$ cat config.mk
export PLATFORM = sky130hd
export DESIGN_NAME = axi4lite_cmd_master
export DESIGN_NICKNAME = d
export VERILOG_FILES = /design/src/rtl/axi4lite_cmd_master.sv
export SDC_FILE = /design/constraint.sdc
export NUM_CORES = 1
export LEC_CHECK = 0
export CORE_ASPECT_RATIO = 0.6
export CORE_MARGIN = 1
export CORE_UTILIZATION = 35
export CTS_CLUSTER_SIZE = 24
export DETAILED_ROUTE_END_ITERATION = 8
export GPL_TIMING_DRIVEN = 0
export MAX_ROUTING_LAYER = met4
export PLACE_DENSITY_LB_ADDON = 0.3
export SETUP_SLACK_MARGIN = 0.15
export SLEW_MARGIN = 10
export SYNTH_ARGS = -nofsm -noshare
export SYNTH_HDL_FRONTEND = slang
export SYNTH_SLANG_ARGS = --single-unit
$ cat constraint.sdc
create_clock -name A_CLK -period 3.7 [get_ports A_CLK]
set_input_delay 0.925 -clock A_CLK [delete_from_list [all_inputs] [get_ports A_CLK]]
set_output_delay 0.925 -clock A_CLK [all_outputs]
set_load 0.01 [all_outputs]
$ cat src/rtl/axi4lite_cmd_master.sv
// Single-command to AXI4-Lite master bridge, one transaction in flight.
// Optional watchdog enabled by defining AXI_MASTER_TIMEOUT_EN.
module axi4lite_cmd_master #(
  parameter int AXI_ADDR_WIDTH = 32,
  parameter int AXI_DATA_WIDTH = 32,
  parameter int TIMEOUT_CYCLES = 256
) (
  input  logic                      A_CLK,
  input  logic                      A_RST,
  input  logic                      CMD_VALID,
  output logic                      CMD_READY,
  input  logic                      CMD_WRITE,
  input  logic [AXI_ADDR_WIDTH-1:0] CMD_ADDR,
  input  logic [AXI_DATA_WIDTH-1:0] CMD_WDATA,
  output logic                      RSP_VALID,
  input  logic                      RSP_READY,
  output logic [AXI_DATA_WIDTH-1:0] RSP_RDATA,
  output logic [1:0]                RSP_RESP,
  output logic                      AW_VALID,
  input  logic                      AW_READY,
  output logic [AXI_ADDR_WIDTH-1:0] AW_ADDR,
  output logic                      W_VALID,
  input  logic                      W_READY,
  output logic [AXI_DATA_WIDTH-1:0] W_DATA,
  input  logic                      B_VALID,
  output logic                      B_READY,
  input  logic [1:0]                B_RESP,
  output logic                      AR_VALID,
  input  logic                      AR_READY,
  output logic [AXI_ADDR_WIDTH-1:0] AR_ADDR,
  input  logic                      R_VALID,
  output logic                      R_READY,
  input  logic [AXI_DATA_WIDTH-1:0] R_DATA,
  input  logic [1:0]                R_RESP
);

  typedef enum logic [2:0] {
    IDLE, WR_REQ, WR_RESP, RD_ADDR, RD_DATA, DONE
  } state_t;

  state_t state, state_n;

  logic [AXI_ADDR_WIDTH-1:0] addr_q;
  logic [AXI_DATA_WIDTH-1:0] wdata_q;
  logic [AXI_DATA_WIDTH-1:0] rsp_rdata;
  logic [1:0]                rsp_resp;
  logic                      aw_done;
  logic                      w_done;
  logic                      accept;
  logic                      aw_hs;
  logic                      w_hs;
  logic                      b_hs;
  logic                      r_hs;
  logic                      busy;
  logic                      expire;

  assign accept = CMD_VALID && CMD_READY;
  assign aw_hs  = AW_VALID && AW_READY;
  assign w_hs   = W_VALID && W_READY;
  assign b_hs   = (state == WR_RESP) && B_VALID && B_READY;
  assign r_hs   = (state == RD_DATA) && R_VALID && R_READY;
  assign busy   = (state == WR_REQ) || (state == WR_RESP) ||
                  (state == RD_ADDR) || (state == RD_DATA);

  assign AW_ADDR   = addr_q;
  assign AR_ADDR   = addr_q;
  assign W_DATA    = wdata_q;
  assign RSP_RDATA = rsp_rdata;
  assign RSP_RESP  = rsp_resp;

`ifdef AXI_MASTER_TIMEOUT_EN
  localparam int CW = (TIMEOUT_CYCLES > 2) ? $clog2(TIMEOUT_CYCLES) : 1;

  logic [CW-1:0] cnt;

  assign expire = busy && (cnt == CW'(TIMEOUT_CYCLES - 1));

  // The accept cycle is cycle 0, so the first busy cycle sees a count of 1.
  always_ff @(posedge A_CLK or posedge A_RST) begin
    if (A_RST) begin
      cnt <= '0;
    end else if (state == IDLE) begin
      cnt <= accept ? CW'(1) : '0;
    end else if (busy) begin
      cnt <= cnt + CW'(1);
    end
  end
`else
  assign expire = 1'b0;
`endif

  always_ff @(posedge A_CLK or posedge A_RST) begin
    if (A_RST) begin
      state <= IDLE;
    end else begin
      state <= state_n;
    end
  end

  always_comb begin
    state_n   = state;
    CMD_READY = 1'b0;
    RSP_VALID = 1'b0;
    AW_VALID  = 1'b0;
    W_VALID   = 1'b0;
    B_READY   = 1'b0;
    AR_VALID  = 1'b0;
    R_READY   = 1'b0;
    unique case (state)
      IDLE: begin
        CMD_READY = !A_RST;
`ifdef AXI_MASTER_TIMEOUT_EN
        // Sink stray responses from aborted transactions.
        B_READY = !A_RST;
        R_READY = !A_RST;
`endif
        if (CMD_VALID && !A_RST) begin
          state_n = CMD_WRITE ? WR_REQ : RD_ADDR;
        end
      end
      WR_REQ: begin
        AW_VALID = !aw_done;
        W_VALID  = !w_done;
        if ((aw_done || aw_hs) && (w_done || w_hs)) begin
          state_n = WR_RESP;
        end
      end
      WR_RESP: begin
        B_READY = 1'b1;
        if (B_VALID) state_n = DONE;
      end
      RD_ADDR: begin
        AR_VALID = 1'b1;
        if (AR_READY) state_n = RD_DATA;
      end
      RD_DATA: begin
        R_READY = 1'b1;
        if (R_VALID) state_n = DONE;
      end
      DONE: begin
        RSP_VALID = 1'b1;
        if (RSP_READY) state_n = IDLE;
      end
      default: state_n = IDLE;
    endcase
    if (expire) begin
      AW_VALID = 1'b0;
      W_VALID  = 1'b0;
      AR_VALID = 1'b0;
      B_READY  = 1'b0;
      R_READY  = 1'b0;
      state_n  = DONE;
    end
  end

  always_ff @(posedge A_CLK or posedge A_RST) begin
    if (A_RST) begin
      addr_q    <= '0;
      wdata_q   <= '0;
      aw_done   <= 1'b0;
      w_done    <= 1'b0;
      rsp_rdata <= '0;
      rsp_resp  <= 2'b00;
    end else begin
      if (accept) begin
        addr_q  <= CMD_ADDR;
        wdata_q <= CMD_WDATA;
        aw_done <= 1'b0;
        w_done  <= 1'b0;
      end
      if (aw_hs) aw_done <= 1'b1;
      if (w_hs)  w_done  <= 1'b1;
      if (b_hs) begin
        rsp_resp  <= B_RESP;
        rsp_rdata <= '0;
      end
      if (r_hs) begin
        rsp_resp  <= R_RESP;
        rsp_rdata <= R_DATA;
      end
      if (expire) begin
        rsp_resp  <= 2'b10;
        rsp_rdata <= '0;
      end
    end
  end

endmodule

======== Word-level counts from Yosys, hierarchy flattened ========
Cells that the tools add are included.
word-level totals
  bits in registers ....................... 103
  output and inout bits ................... 137
  logic and storage cells ................. 59
cells by class
  equality and inequality tests ........... 11
  multiplexer cells ....................... 22
  reductions and logical operators ........ 19
operators by type and width
  operator                                                               number
  32-bit 2-to-1 mux                                                      2
  3-bit 2-to-1 mux                                                       6
  3-bit one-hot mux with 6 select lines                                  1
  1-bit 2-to-1 mux                                                       10
  2-bit != test, second input constant                                   5
  1-bit logical AND                                                      9
  3-bit by 2-bit equality test with 1-bit output, second input constant  2
  3-bit equality test, second input constant                             2
  2-bit 2-to-1 mux                                                       3
  6-bit AND reduction                                                    1
  2-bit nonzero test                                                     3
  3-bit by 1-bit equality test with 1-bit output, second input constant  1
  1-bit logical NOT                                                      3
  3-bit logical NOT                                                      1
  1-bit logical OR                                                       2
  2-bit by 1-bit != test with 1-bit output, second input constant        1

======== Depth between registers and ports, before layout ========
Gate-level depths: netlist of run 1.
  depth after elaboration ................. 7
  mapped depth ............................ 6
  mapped depth without buffers ............ 3

======== Least setup slack after synthesis of run 1 ========
OpenSTA, ideal clock, no wires.
  kind .................................... input to register
  from .................................... input port A_RST
  to ...................................... register state[1]
  setup time .............................. 0.097 ns
  arrival time ............................ 3.540 ns
  data required time ...................... 3.603 ns
  slack ................................... 0.063 ns
  cell stages on the path ................. 3
  cells stage by stage .................... inv_1 a31oi_1 a211oi_1
between the ends
  longest elaborated chain between the ends .. 4
ends and longest elaborated chain
  what                           line  text
  start: declaration             9     input logic A_RST,
  1-bit logical NOT (no line)    --
  1-bit logical AND              117   if (CMD_VALID && !A_RST) begin
  2-bit != test (no line)        --
  6-bit AND reduction (no line)  --
  end signal: assignment         96    state <= state_n;
  end: declaration               41    state_t state, state_n;
No other way between the ends.
A chain may end at the register's enable or synchronous reset.

======== Worst setup path in the final report of run 1 ========
  from .................................... register state[1]
  to ...................................... output port W_VALID
between the ends
  longest elaborated chain between the ends .. 2
ends and longest elaborated chain
  what                                            line  text
  3-bit by 1-bit equality test with 1-bit output  109   unique case (state)
  1-bit 2-to-1 mux                                109
  end: declaration                                22    output logic W_VALID,
No other way between the ends.

==> results of run 1 <==
[cells by family (layout without fill, tap and decap cells)]
logic type      count (synthesis)  count (layout)  synth area share, %
flops                         103             103                 59.1
buf+inv                        51             316                 8.35
simple gates                   24              24                 3.79
compound gates                 44              44                 8.26
mux                            67              67                 20.5
[sequential cells by signal, summed over array words and instances, names as in the netlist]
| signal | flops |
|---|---|
| AR_ADDR | 32 |
| RSP_RDATA | 32 |
| W_DATA | 32 |
| state | 3 |
| RSP_RESP | 2 |
| aw_done | 1 |
| w_done | 1 |
[per-stage QoR]
stage | util, % | instance area [um2] | setup WS [ns] | cells
final | 61.4 | 7430 | 0.503 | 719
after floorplan | - | 4360 | 0.741 | 289
after detailed placement | 58.6 | 7090 | 0.537 | 703
after global placement | 58.1 | 7030 | -0.742 | 700
after global routing | 61.4 | 7430 | 0.422 | 719
after CTS | 61.4 | 7430 | 0.514 | 719
[routing by layer]
layer,vias to the layer above,track usage [%],part of all wire (%)
met2,138,30.1,49
li1,1516,-,-
met3,8,6.24,7.4
met5,-,-,0
met4,0,4.26,0.60
met1,1607,21.8,43
[worst max-delay path, stage by stage (launching register included)]
cell             delay [ns]
dfrtp_1                0.44
clkbuf_1               0.24
or3b_2                 0.52
nor2_1                 0.16
clkdlybuf4s50_1        0.58
[final timing paths]
check / startpoint / to / slack, ns / depth (start not counted)
min in group asynchronous: A_RST / W_DATA[5] / 1.01 / 2
hold reg to reg: RSP_RDATA[20] / RSP_RDATA[20] / 0.51 / 1
hold / removal: RSP_RDATA[20] / RSP_RDATA[20] / 0.51 / 1
max in group asynchronous: A_RST / RSP_RDATA[29] / 2.03 / 4
setup / recovery: state[1] / W_VALID / 0.50 / 4
setup reg to reg: state[1] / RSP_RDATA[13] / 1.99 / 4
[placed cells by master (no fill, tap or decap), types with 2 or more instances in the layout]
master	count
clkbuf_16	9
o21ai_0	2
a22o_1	34
and3b_1	2
clkbuf_8	2
buf_12	3
nor3b_1	2
clkbuf_1	5
clkdlybuf4s50_1	246
buf_4	34
mux2i_1	3
bufinv_16	2
a31oi_1	2
buf_6	5
and4bb_2	2
clkinv_4	2
mux2_2	26
nand2_1	4
nor2_1	6
buf_2	6
nand2b_1	2
mux2_4	38
dfrtp_1	103
[power by group through the flow]
stage,logic [mW],clock network [mW],registers [mW]
2_1_floorplan,1.28,0,2.25
3_3_place_gp,3.21,0,2.04
3_5_place_dp,3.28,0,2.07
4_1_cts,3.28,1.07,2.06
5_1_grt,3.45,1.12,2.13
6_report,3.25,1.04,2.06
[area by class of cell]
class / count / share of cell area (%)
Sequential cell: 103 / 34.7
Tap cell: 165 / 2.78
Clock buffer: 12 / 3.45
Timing Repair Buffer: 249 / 34.0
Multi-Input combinational cell: 135 / 19.1
Inverter: 2 / 0.152
Buffer: 49 / 4.80
Clock inverter: 4 / 1.04
==> impl_metrics.env, run 1 <==
export IMPL_run_status="completed"
export IMPL_dr_pass1_iters=4
export IMPL_cts_resized_gates=0
export IMPL_internal_power_mw=4.46
export IMPL_gp_congestion=0.790
export IMPL_maxSlewViolCount=0
export IMPL_syn2layout_area_growth_pct=70.3
export IMPL_fp_dieArea_mm2=0.0129
export IMPL_port_buffers=246
export IMPL_pwr_share_clk_pct=16.4
export IMPL_grt_util_all_layers_pct=18.3
export IMPL_ctsLongestPathBuffers=2
export IMPL_syn_inst=289
export IMPL_cap_violations=0
export IMPL_drc=0
export IMPL_power_frac_seq_pct=32.4
export IMPL_netSwitchingPower_mw=1.89
export IMPL_hold_ws_ns=0.507
export IMPL_ys_seq_area_share_pct=59.1
export IMPL_switching_share_pct=29.7
export IMPL_gr_total_overflow=0
export IMPL_clock_sinks=103
export IMPL_postCtsSetupRepairBufs=0
export IMPL_hpwl_um=8840
export IMPL_initialDrtViolationCount=87
export IMPL_combinationalPowerShare_pct=51.1
export IMPL_cts_inserted_buffers=9
export IMPL_yosys_warnings=0
export IMPL_syn_avg_cell_area_um2=15.1
export IMPL_regArea_mm2=0.00258
export IMPL_crit_type="register to primary output"
export IMPL_die_width_um=146
export IMPL_antenna_found_initial=0
export IMPL_critPathRequiredTime_ns=2.77
export IMPL_worstPathArrival_ns=2.27
export IMPL_totalWireLength_um=11600
export IMPL_fp_dieH_um=88.5
export IMPL_synth_top_area_cell="dfrtp_1"
export IMPL_min_period_over_period_pct=86.4
export IMPL_cp_max_fo=10
export IMPL_synth_area_leaders="dfrtp_1 (59%), mux2_4 (13%), a22o_1 (6.8%)"
export IMPL_io_pins=247
export IMPL_cts_root_buf="clkbuf_16"
export IMPL_antennaDiodeCount=0
export IMPL_std_cell_rows=31
export IMPL_synth_top_flop_cell="dfrtp_1"
export IMPL_cts_reportedPaths_clkPinSlew_ns=0.07
export IMPL_layout_drive_gt1_share_pct=24.0
export IMPL_synth_area_mm2=0.00436
export IMPL_wl_per_cell_um=16.2
export IMPL_core_mm2=0.0121
export IMPL_ys_ff_latch=103
export IMPL_finalSetupViolCount=0
export IMPL_end_kind="primary output"
export IMPL_vdd_drop_max_mv=0.345
export IMPL_fin_nets=659
export IMPL_synth_most_common_cell="dfrtp_1"
export IMPL_clk_latency_ns=0.33
export IMPL_max_clock_freq_ghz=0.313
export IMPL_hp_class="register to register"
export IMPL_fin_tns_setup_ns=0
export IMPL_cp_start_kind="register"
export IMPL_rsz0062_at_grt="false"
export IMPL_yosysUniqueCellTypes=30
export IMPL_worst_slew_pin_slew_ns=0.438
export IMPL_p_leak_nw=3.33
export IMPL_synthTopCellsByCount="dfrtp_1 (103), mux2_4 (38), a22o_1 (34), buf_4 (34), mux2_2 (26)"
export IMPL_grt_pass1_wl_um=17400
export IMPL_syn_nets=399
export IMPL_htreeDepth=3
export IMPL_synth_top_area_share_pct=59.1
export IMPL_grt_max_degree=38
export IMPL_postCtsHoldBufs=0
export IMPL_hold_viol_final=0
export IMPL_pwr_density_cell_mw_per_mm2=855
export IMPL_synth_edf_count=0
export IMPL_cts_tree="built"
export IMPL_multi_input_area_mm2=0.00142
export IMPL_nFillCells=971
export IMPL_synthArstFlopShare_pct=100
export IMPL_grt_pass1_vias=3170
export IMPL_period_needed_ns=3.20
export IMPL_power_mw=6.35
export IMPL_via_per_inst=4.55
export IMPL_skew_ns=0.00510
export IMPL_slew_headroom_pct=70.6
export IMPL_via_count=3269
export IMPL_postRouteAntennaNets=0
export IMPL_initial_core_util_pct=36.0
Note: power is estimated with default switching activity, not from simulation.
==> run 2: changes to the inputs <==
--- a/config.mk
+++ b/config.mk
@@ -6,7 +6,7 @@
 export NUM_CORES = 1
 export LEC_CHECK = 0
 export CORE_ASPECT_RATIO = 0.6
-export CORE_MARGIN = 1
+export CORE_MARGIN = 4
 export CORE_UTILIZATION = 35
 export CTS_CLUSTER_SIZE = 24
 export DETAILED_ROUTE_END_ITERATION = 8
==> constraint.sdc (replaced) <==
create_clock -name A_CLK -period 2.88 [get_ports A_CLK]
set_input_delay 0.72 -clock A_CLK [delete_from_list [all_inputs] [get_ports A_CLK]]
set_output_delay 0.72 -clock A_CLK [all_outputs]
set_load 0.01 [all_outputs]
==> impl_metrics.env, run 2 (same netlist as run 1, synthesis figures left out) <==
export IMPL_drc=0
export IMPL_mostFrequentLayoutCells="clkdlybuf4s50_1 (243), dfrtp_1 (102), mux2_4 (38)"
export IMPL_grt_pass1_wl_um=19100
export IMPL_finalSetupViolCount=0
export IMPL_grt_met3_usage_pct=6.78
export IMPL_run_status="completed"
export IMPL_wl_per_cell_um=17.4
export IMPL_rsz0062_at_grt="false"
export IMPL_combinationalPowerShare_pct=52.2
export IMPL_via_per_inst=4.60
export IMPL_antennaDiodeCount=0
export IMPL_postCtsHoldBufs=0
export IMPL_syn2layout_area_growth_pct=69.6
export IMPL_grt_util_met1_pct=21.1
export IMPL_cts_root_buf="clkbuf_16"
export IMPL_hpwl_um=9670
export IMPL_cp_start_kind="register"
export IMPL_clock_sinks=103
export IMPL_nFillCells=964
export IMPL_hold_viol_final=0
export IMPL_grt_max_degree=32
export IMPL_period_needed_ns=2.62
export IMPL_htreeDepth=3
export IMPL_initial_core_util_pct=36.0
export IMPL_p_leak_nw=3.33
export IMPL_dp_cells=703
export IMPL_end_kind="primary output"
export IMPL_grt_use_met2_pct=27.2
export IMPL_port_buffers=246
export IMPL_cp_max_fo=10
export IMPL_pwr_density_cell_mw_per_mm2=1090
export IMPL_core_mm2=0.0121
export IMPL_fp_dieH_um=94.5
export IMPL_postRouteAntennaNets=0
export IMPL_totalWireLength_um=12500
export IMPL_antenna_found_initial=0
export IMPL_grt_pass1_vias=3526
export IMPL_power_frac_seq_pct=32.9
export IMPL_vdd_drop_max_mv=0.538
export IMPL_crit_type="register to primary output"
export IMPL_gp_congestion=0.857
export IMPL_switching_share_pct=30.6
export IMPL_skew_ns=0.00429
export IMPL_final_common_cell="clkdlybuf4s50_1"
export IMPL_dr_pass1_iters=4
export IMPL_initialDrtViolationCount=111
export IMPL_pwr_share_clk_pct=14.9
export IMPL_cts_tree="built"
export IMPL_final_util_pct=61.1
export IMPL_gr_total_overflow=0
export IMPL_cts_reportedPaths_clkPinSlew_ns=0.07
export IMPL_critPathRequiredTime_ns=2.16
export IMPL_hold_ws_ns=0.498
export IMPL_ctsLongestPathBuffers=2
export IMPL_cap_violations=0
export IMPL_io_pins=247
export IMPL_fp_dieArea_mm2=0.0144
export IMPL_multi_input_area_mm2=0.00142
export IMPL_worstPathArrival_ns=1.90
export IMPL_fin_tns_setup_ns=0
export IMPL_fin_nets=659
export IMPL_top_usage_layer="met2"
export IMPL_die_width_um=152
export IMPL_std_cell_rows=31
export IMPL_final_cells=718
export IMPL_slew_headroom_pct=59.5
export IMPL_maxSlewViolCount=0
export IMPL_regArea_mm2=0.00258
export IMPL_power_mw=8.06
export IMPL_cts_inserted_buffers=9
export IMPL_layout_drive_gt1_share_pct=24.6
export IMPL_worst_slew_pin_slew_ns=0.607
export IMPL_hp_class="register to register"
export IMPL_min_period_over_period_pct=91.1
export IMPL_internal_power_mw=5.59
export IMPL_netSwitchingPower_mw=2.46
export IMPL_clk_latency_ns=0.34
export IMPL_via_count=3306
export IMPL_grt_util_all_layers_pct=17.3
export IMPL_max_clock_freq_ghz=0.381
## run 2: final timing paths
kind,depth (start not counted),slack [ns],start,endpoint
setup / recovery,4,0.26,state[1],W_VALID
hold / removal,1,0.50,RSP_RDATA[1],RSP_RDATA[1]
setup reg to reg,5,1.21,state[1],W_DATA[11]
hold reg to reg,1,0.50,RSP_RDATA[1],RSP_RDATA[1]
max in group asynchronous,4,1.20,A_RST,AR_ADDR[11]
min in group asynchronous,2,0.92,A_RST,state[0]
## run 2: per-layer routing
metal | part of all wire (%) | routed length (um) | vias to the layer above
met3 | 8.3 | 1040 | 15
met5 | 0 | 0 | -
met4 | 1.6 | 205 | 0
li1 | - | - | 1517
met2 | 47 | 5800 | 166
met1 | 43 | 5420 | 1608
## run 2: power by group through the flow
stage	clock (mW)	sequential, mW	combinational, mW
after floorplan	0	2.89	1.64
after global placement	0	2.62	4.17
after detailed placement	0	2.64	4.26
after CTS	1.24	2.64	4.26
after global routing	1.30	2.74	4.45
final	1.20	2.65	4.21
## run 2: timing repair
action / in CTS / in global routing
setup buffers: 0 / 0
gates resized for setup: 5 / 6
endpoints found under the setup margin: 3 / 2
## run 2: layout make-up
class,count,area share (%)
repair buffers,249,34.2
plain buffers,49,4.89
clock buffers,10,3.10
inverters,2,0.152
flip-flops and latches,103,34.9
clock inverters,5,0.812
well taps,165,2.79
multi-input cells,135,19.2
## run 2: critical path, cell delays in order, from the launching register on
cell	delay [ns]
dfrtp_2	0.44
buf_2	0.19
or3b_2	0.51
nor2_1	0.13
dlygate4sd2_1	0.29
## run 2: through the flow
step	area (um2)	setup WS, ns
finish	7390	0.257
global route	7390	0.154
CTS	7390	0.230
detailed placement	7100	0.0855
global placement	7030	-1.40
floorplan	4360	0.126
==> variant 1 (flow settings as in run 1) <==
Encoding of `state_t`: now Gray code (3 bits for 6 states).
--- a/src/rtl/axi4lite_cmd_master.sv
+++ b/src/rtl/axi4lite_cmd_master.sv
@@ -37,3 +37,3 @@
   typedef enum logic [2:0] {
-    IDLE, WR_REQ, WR_RESP, RD_ADDR, RD_DATA, DONE
+    IDLE = 3'b000, WR_REQ = 3'b001, WR_RESP = 3'b011, RD_ADDR = 3'b010, RD_DATA = 3'b110, DONE = 3'b111
   } state_t;
Check against the original RTL: same outputs for any inputs over 4 cycles, from zero or initial values and one cycle with A_RST high; so few cycles prove little.
==> variant 1 against run 1 <==
Power decreased by 3.8%. Clock power down 9.8%. Sequential cell count is the same. Register-to-register slack about the same. Largest power group unchanged. Clock skew rose by 3.6 ps. Cell count is 0.28% lower. Worst setup slack gained 39 ps. Sequential share of layout area up 0.30 points. Area after synthesis decreased by 0.77%. Critical endpoint is now CMD_READY. Final area is 0.86% lower. Largest cell class unchanged. Wire length decreased by 3.4%.
==> variant 1: results (changes against run 1) <==
Status
  – Run status: finished, final reports clean (unchanged)

STA
  – Skew final: 8.692 ps (was 5.104 ps)
  – Period minus WS final: 3158 ps (was 3197 ps)
  – Max-slew headroom: 65.28% (was 70.59%)

Global routing
  – Initial antenna violation count: 0 (unchanged)
  – Largest net degree at the start of global routing: 37 (was 38)
  – First-pass GRT wire length: 17.26 mm (was 17.42 mm)
  – Number of global-route vias before repair: 3249 (was 3170)
  – Gr usage total: 18.09% (was 18.25%)

Logic synthesis
  – Top post-synthesis cells by count: dfrtp_1, mux2_4, a22o_1, buf_4, mux2_2 (unchanged)
  – Async S/R FF share, synth: 100.0% (unchanged)
  – Synth area leaders: dfrtp_1, mux2_4, a22o_1, mux2_2, buf_4 (unchanged)
  – Sequential share of the synthesized area: 59.57% (was 59.11%)
  – Distinct cells, synth: 27 (was 30)
  – Synth warn: 0 (unchanged)
  – Post-synthesis net count: 397 (was 399)

Clock network
  – # resized after CTS: 0 (unchanged)
  – Root buf cell: clkbuf_16 (unchanged)
  – Clk Latency, worst-skew pair: 330 ps (about the same)
  – Clock transition at the registers of the reported paths: 70 ps (about the same)
  – H-tree levels: 3 (unchanged)
  – Post-CTS Setup Repair Bufs: 0 (unchanged)
  – Num CTS Buffers: 9 (unchanged)
  – Max clock buf depth: 2 (unchanged)

Hold path
  – Hold path startpoint: RSP_RDATA[19]$_DFFE_PP0P_ (was RSP_RDATA[20]$_DFFE_PP0P_)
  – Hold Path Class: register to register (unchanged)
  – Hold Path Sink: RSP_RDATA[19]$_DFFE_PP0P_ (was RSP_RDATA[20]$_DFFE_PP0P_)
  – Min-Delay Path Depth: 1 (unchanged)

Route
  – Drt pass-1 iters: 4 (unchanged)
  – WL per Instance: 15.69 um (was 16.20 um)
  – Vias per inst: 4.477 (was 4.547)
  – Drt first-iter violations: 76 (was 87)

Placed design
  – Pre-CTS WS: 529.2 ps (was 536.9 ps)
  – IO Port Bufs: 246 (unchanged)
  – Gpl congestion: 0.8284 (was 0.7904)
  – Detail Placement HPWL: 8.665 mm (was 8.841 mm)

Finish
  – Share of layout cells above drive strength 1: 24.09% (was 24.01%)
  – Fillers: 937 (was 971)
  – Antenna diode count: 0 (unchanged)
  – Nets: 657 (was 659)

Setup path
  – Reg2reg end: W_DATA[13]$_DFFE_PP0P_ (was RSP_RDATA[13]$_DFFE_PP0P_)
  – Worst R2R Setup Slack: 1990 ps (about the same)
  – End of the critical path: CMD_READY (was W_VALID)
  – Crit Reg-Reg Startpoint: state[2]$_DFFE_PP0P_ (was state[1]$_DFFE_PP0P_)
  – Cells on worst reg2reg path: 5 (was 4)
  – Crit. Startpoint: A_RST (was state[1]$_DFFE_PP0P_)
  – Worst Path Arrival: 2230 ps (was 2270 ps)
  – Critical path peak fanout: 3 (was 10)

Die
  – Cell Rows: 31 (unchanged)

Pwr
  – Cell leakage power: 3.345 nW (was 3.329 nW)
  – VDD IR max: 0.3523 mV (was 0.3447 mV)
  – Sw Ratio: 30.07% (was 29.72%)

Run
  – Max-cap violation count: 0 (unchanged)
## variant 1: cell types whose count changed in the layout (fill, tap and decap cells not counted), sizes merged, moves of 2 or more
cell and delta:
clkinvlp +2, and4bb -2, nand2 +2, clkbuf -4, inv +2, buf +2
nand2b -2, o21ai +3
## variant 1: worst max-delay path, cell delays in order
cell and delay (ps):
clkdlybuf4s50_1 520, nor4_4 200, clkdlybuf4s50_1 590
## variant 1: per-stage QoR
| step | utilization (%) | TNS [ps] | std cells | instance area, um^2 | hold WS [ps] |
|---|---|---|---|---|---|
| 5_1_grt | 61.04 | 0 | 717 | 7363 | 520.3 |
| 2_1_floorplan | - | 0 | 287 | 4330 | 496.8 |
| 6_report | 61.04 | 0 | 717 | 7363 | 503.5 |
| 3_3_place_gp | 58.02 | -746.6 | 698 | 6999 | 483.7 |
| 3_5_place_dp | 58.58 | 0 | 701 | 7067 | 484.1 |
| 4_1_cts | 61.04 | 0 | 717 | 7363 | 508.5 |
## variant 1: logic make-up (layout without fill, tap and decap cells)
family | Yosys count | count (layout) | share of synthesized area [%]
DFF | 103 | 103 | 59.57
muxes | 66 | 66 | 20.42
and+or+nand+nor | 21 | 21 | 3.094
AOI/OAI and AO/OA | 46 | 46 | 8.589
buffers and inverters | 51 | 316 | 8.328
## variant 1: layer usage
metal | GRT usage, % | vias up | routed length [um] | share of wire (%)
met5 | - | - | 0 | 0
met4 | 5.072 | 0 | 123 | 1.1
met3 | 5.417 | 11 | 726 | 6.5
met2 | 28.06 | 142 | 5241 | 47
met1 | 23.09 | 1550 | 5155 | 46
li1 | - | 1507 | - | -
## variant 1: power by group through the flow
stage          clock, mW  combinational [mW]  sequential [mW]
6_report           0.938                3.14             2.03
5_1_grt             1.03                3.34             2.10
4_1_cts            0.978                3.17             2.03
3_5_place_dp           0                3.17             2.03
3_3_place_gp           0                3.11             2.02
2_1_floorplan          0                1.21             2.22
## variant 1: final cells by class
type | instances | share of cell area, %
plain buffers | 49 | 4.792
multi-input cells | 133 | 18.86
clock buffers | 10 | 3.110
clock inverters | 6 | 0.9176
flip-flops and latches | 103 | 35.00
repair buffers | 249 | 34.36
well taps | 165 | 2.804
inverters | 2 | 0.1529
==> variant 2 (flow settings as in run 1) <==
Without the edit above. Build with the macro `AXI_MASTER_TIMEOUT_EN` defined.
--- a/src/rtl/axi4lite_cmd_master.sv
+++ b/src/rtl/axi4lite_cmd_master.sv
@@ -2,2 +2,4 @@
 // Optional watchdog enabled by defining AXI_MASTER_TIMEOUT_EN.
+`define AXI_MASTER_TIMEOUT_EN
+
 module axi4lite_cmd_master #(
Behaviour: not the same (Yosys sat finds a counterexample within 4 cycles, from zero or initial values and one cycle with A_RST high).
==> variant 2 against run 1 <==
First-iteration DRC count grew 120%. Cell count grew 9.9%. Sequential cell count rose by 8. Synthesized cell count up 22%. Worst setup slack got worse by 160 ps. Sequential share of layout area down 0.55 points. Fmax shrank 4.7%. Final area is 9.5% higher. Area after synthesis rose by 9.7%. Power is 6.0% higher. Wire length grew 20%. Clock skew up 2.4 ps. Die area grew 9.5%. Critical endpoint is now AW_VALID. Highest routed layer unchanged.
==> variant 2: results (changes against run 1) <==
Status
  – Run status: finished, final reports clean (unchanged)

Placed design
  – Gpl congestion: 0.8414 (was 0.7904)
  – Pre-CTS WS: -159.4 ps (was 536.9 ps)
  – Post-placement cell area: 7818 um^2 (was 7093 um^2)
  – Detail Placement HPWL: 10.82 mm (was 8.841 mm)

Global routing
  – First-pass GRT wire length: 22.00 mm (was 17.42 mm)
  – Gr usage total: 20.77% (was 18.25%)
  – Largest net degree at the start of global routing: 41 (was 38)
  – Number of global-route vias before repair: 3936 (was 3170)

Logic synthesis
  – Mean post-synth cell area: 13.51 um^2 (was 15.09 um^2)
  – Distinct cells, synth: 47 (was 30)
  – Post-synthesis net count: 465 (was 399)
  – Synth area leaders: dfrtp_1, mux2_2, a22o_1, buf_4, buf_2 (was dfrtp_1, mux2_4, a22o_1, mux2_2, buf_4)
  – Sequential share of the synthesized area: 58.07% (was 59.11%)

Finish
  – Non-Filler Instances: 790 (was 719)
  – Nets: 726 (was 659)

Route
  – Vias after detailed routing: 3800 (was 3269)
  – Metal-1 WL: 6.000 mm (was 4.993 mm)
  – Met3 wire len: 1.156 mm (was 863 um)

STA
  – Skew final: 7.484 ps (was 5.104 ps)
  – Fin crit share: 90.67% (was 86.40%)
  – Max-slew headroom: 52.11% (was 70.59%)

Hold path
  – Hold Path Sink: RSP_RDATA[19]$_DFFE_PP0P_ (was RSP_RDATA[20]$_DFFE_PP0P_)
  – Hold path startpoint: RSP_RDATA[19]$_DFFE_PP0P_ (was RSP_RDATA[20]$_DFFE_PP0P_)

Pwr
  – Sw power: 2.144 mW (was 1.887 mW)
  – Cell leakage power: 3.735 nW (was 3.329 nW)

Setup path
  – Worst R2R Setup Slack: 1590 ps (was 1990 ps)
## variant 2: worst max-delay path by stage
stage | from | end | depth (start not counted)
2_1_floorplan | A_RST | R_READY | 2
3_3_place_gp | A_RST | R_READY | 4
3_5_place_dp | A_RST | B_READY | 6
4_1_cts | A_RST | B_READY | 6
5_1_grt | cnt[0]$_DFFE_PP0P_ | AW_VALID | 6
6_report | cnt[0]$_DFFE_PP0P_ | AW_VALID | 6
## variant 2: layout make-up
cell class	count	area (um^2)
Fill cell	1029	4960
Sequential cell	111	2778
Timing Repair Buffer	250	2532
Multi-Input combinational cell	188	1873
Buffer	50	412.9
Clock buffer	9	225.2
Tap cell	170	212.7
Clock inverter	7	76.32
Inverter	5	22.52
## variant 2: cell families after synthesis
family | after synthesis | share of synthesized area [%]
flops | 111 | 58.07
mux | 67 | 15.93
compound gates | 63 | 10.93
buf+inv | 55 | 7.795
simple gates | 53 | 6.278
xor+xnor | 4 | 0.7325
fa+ha+maj | 1 | 0.2615
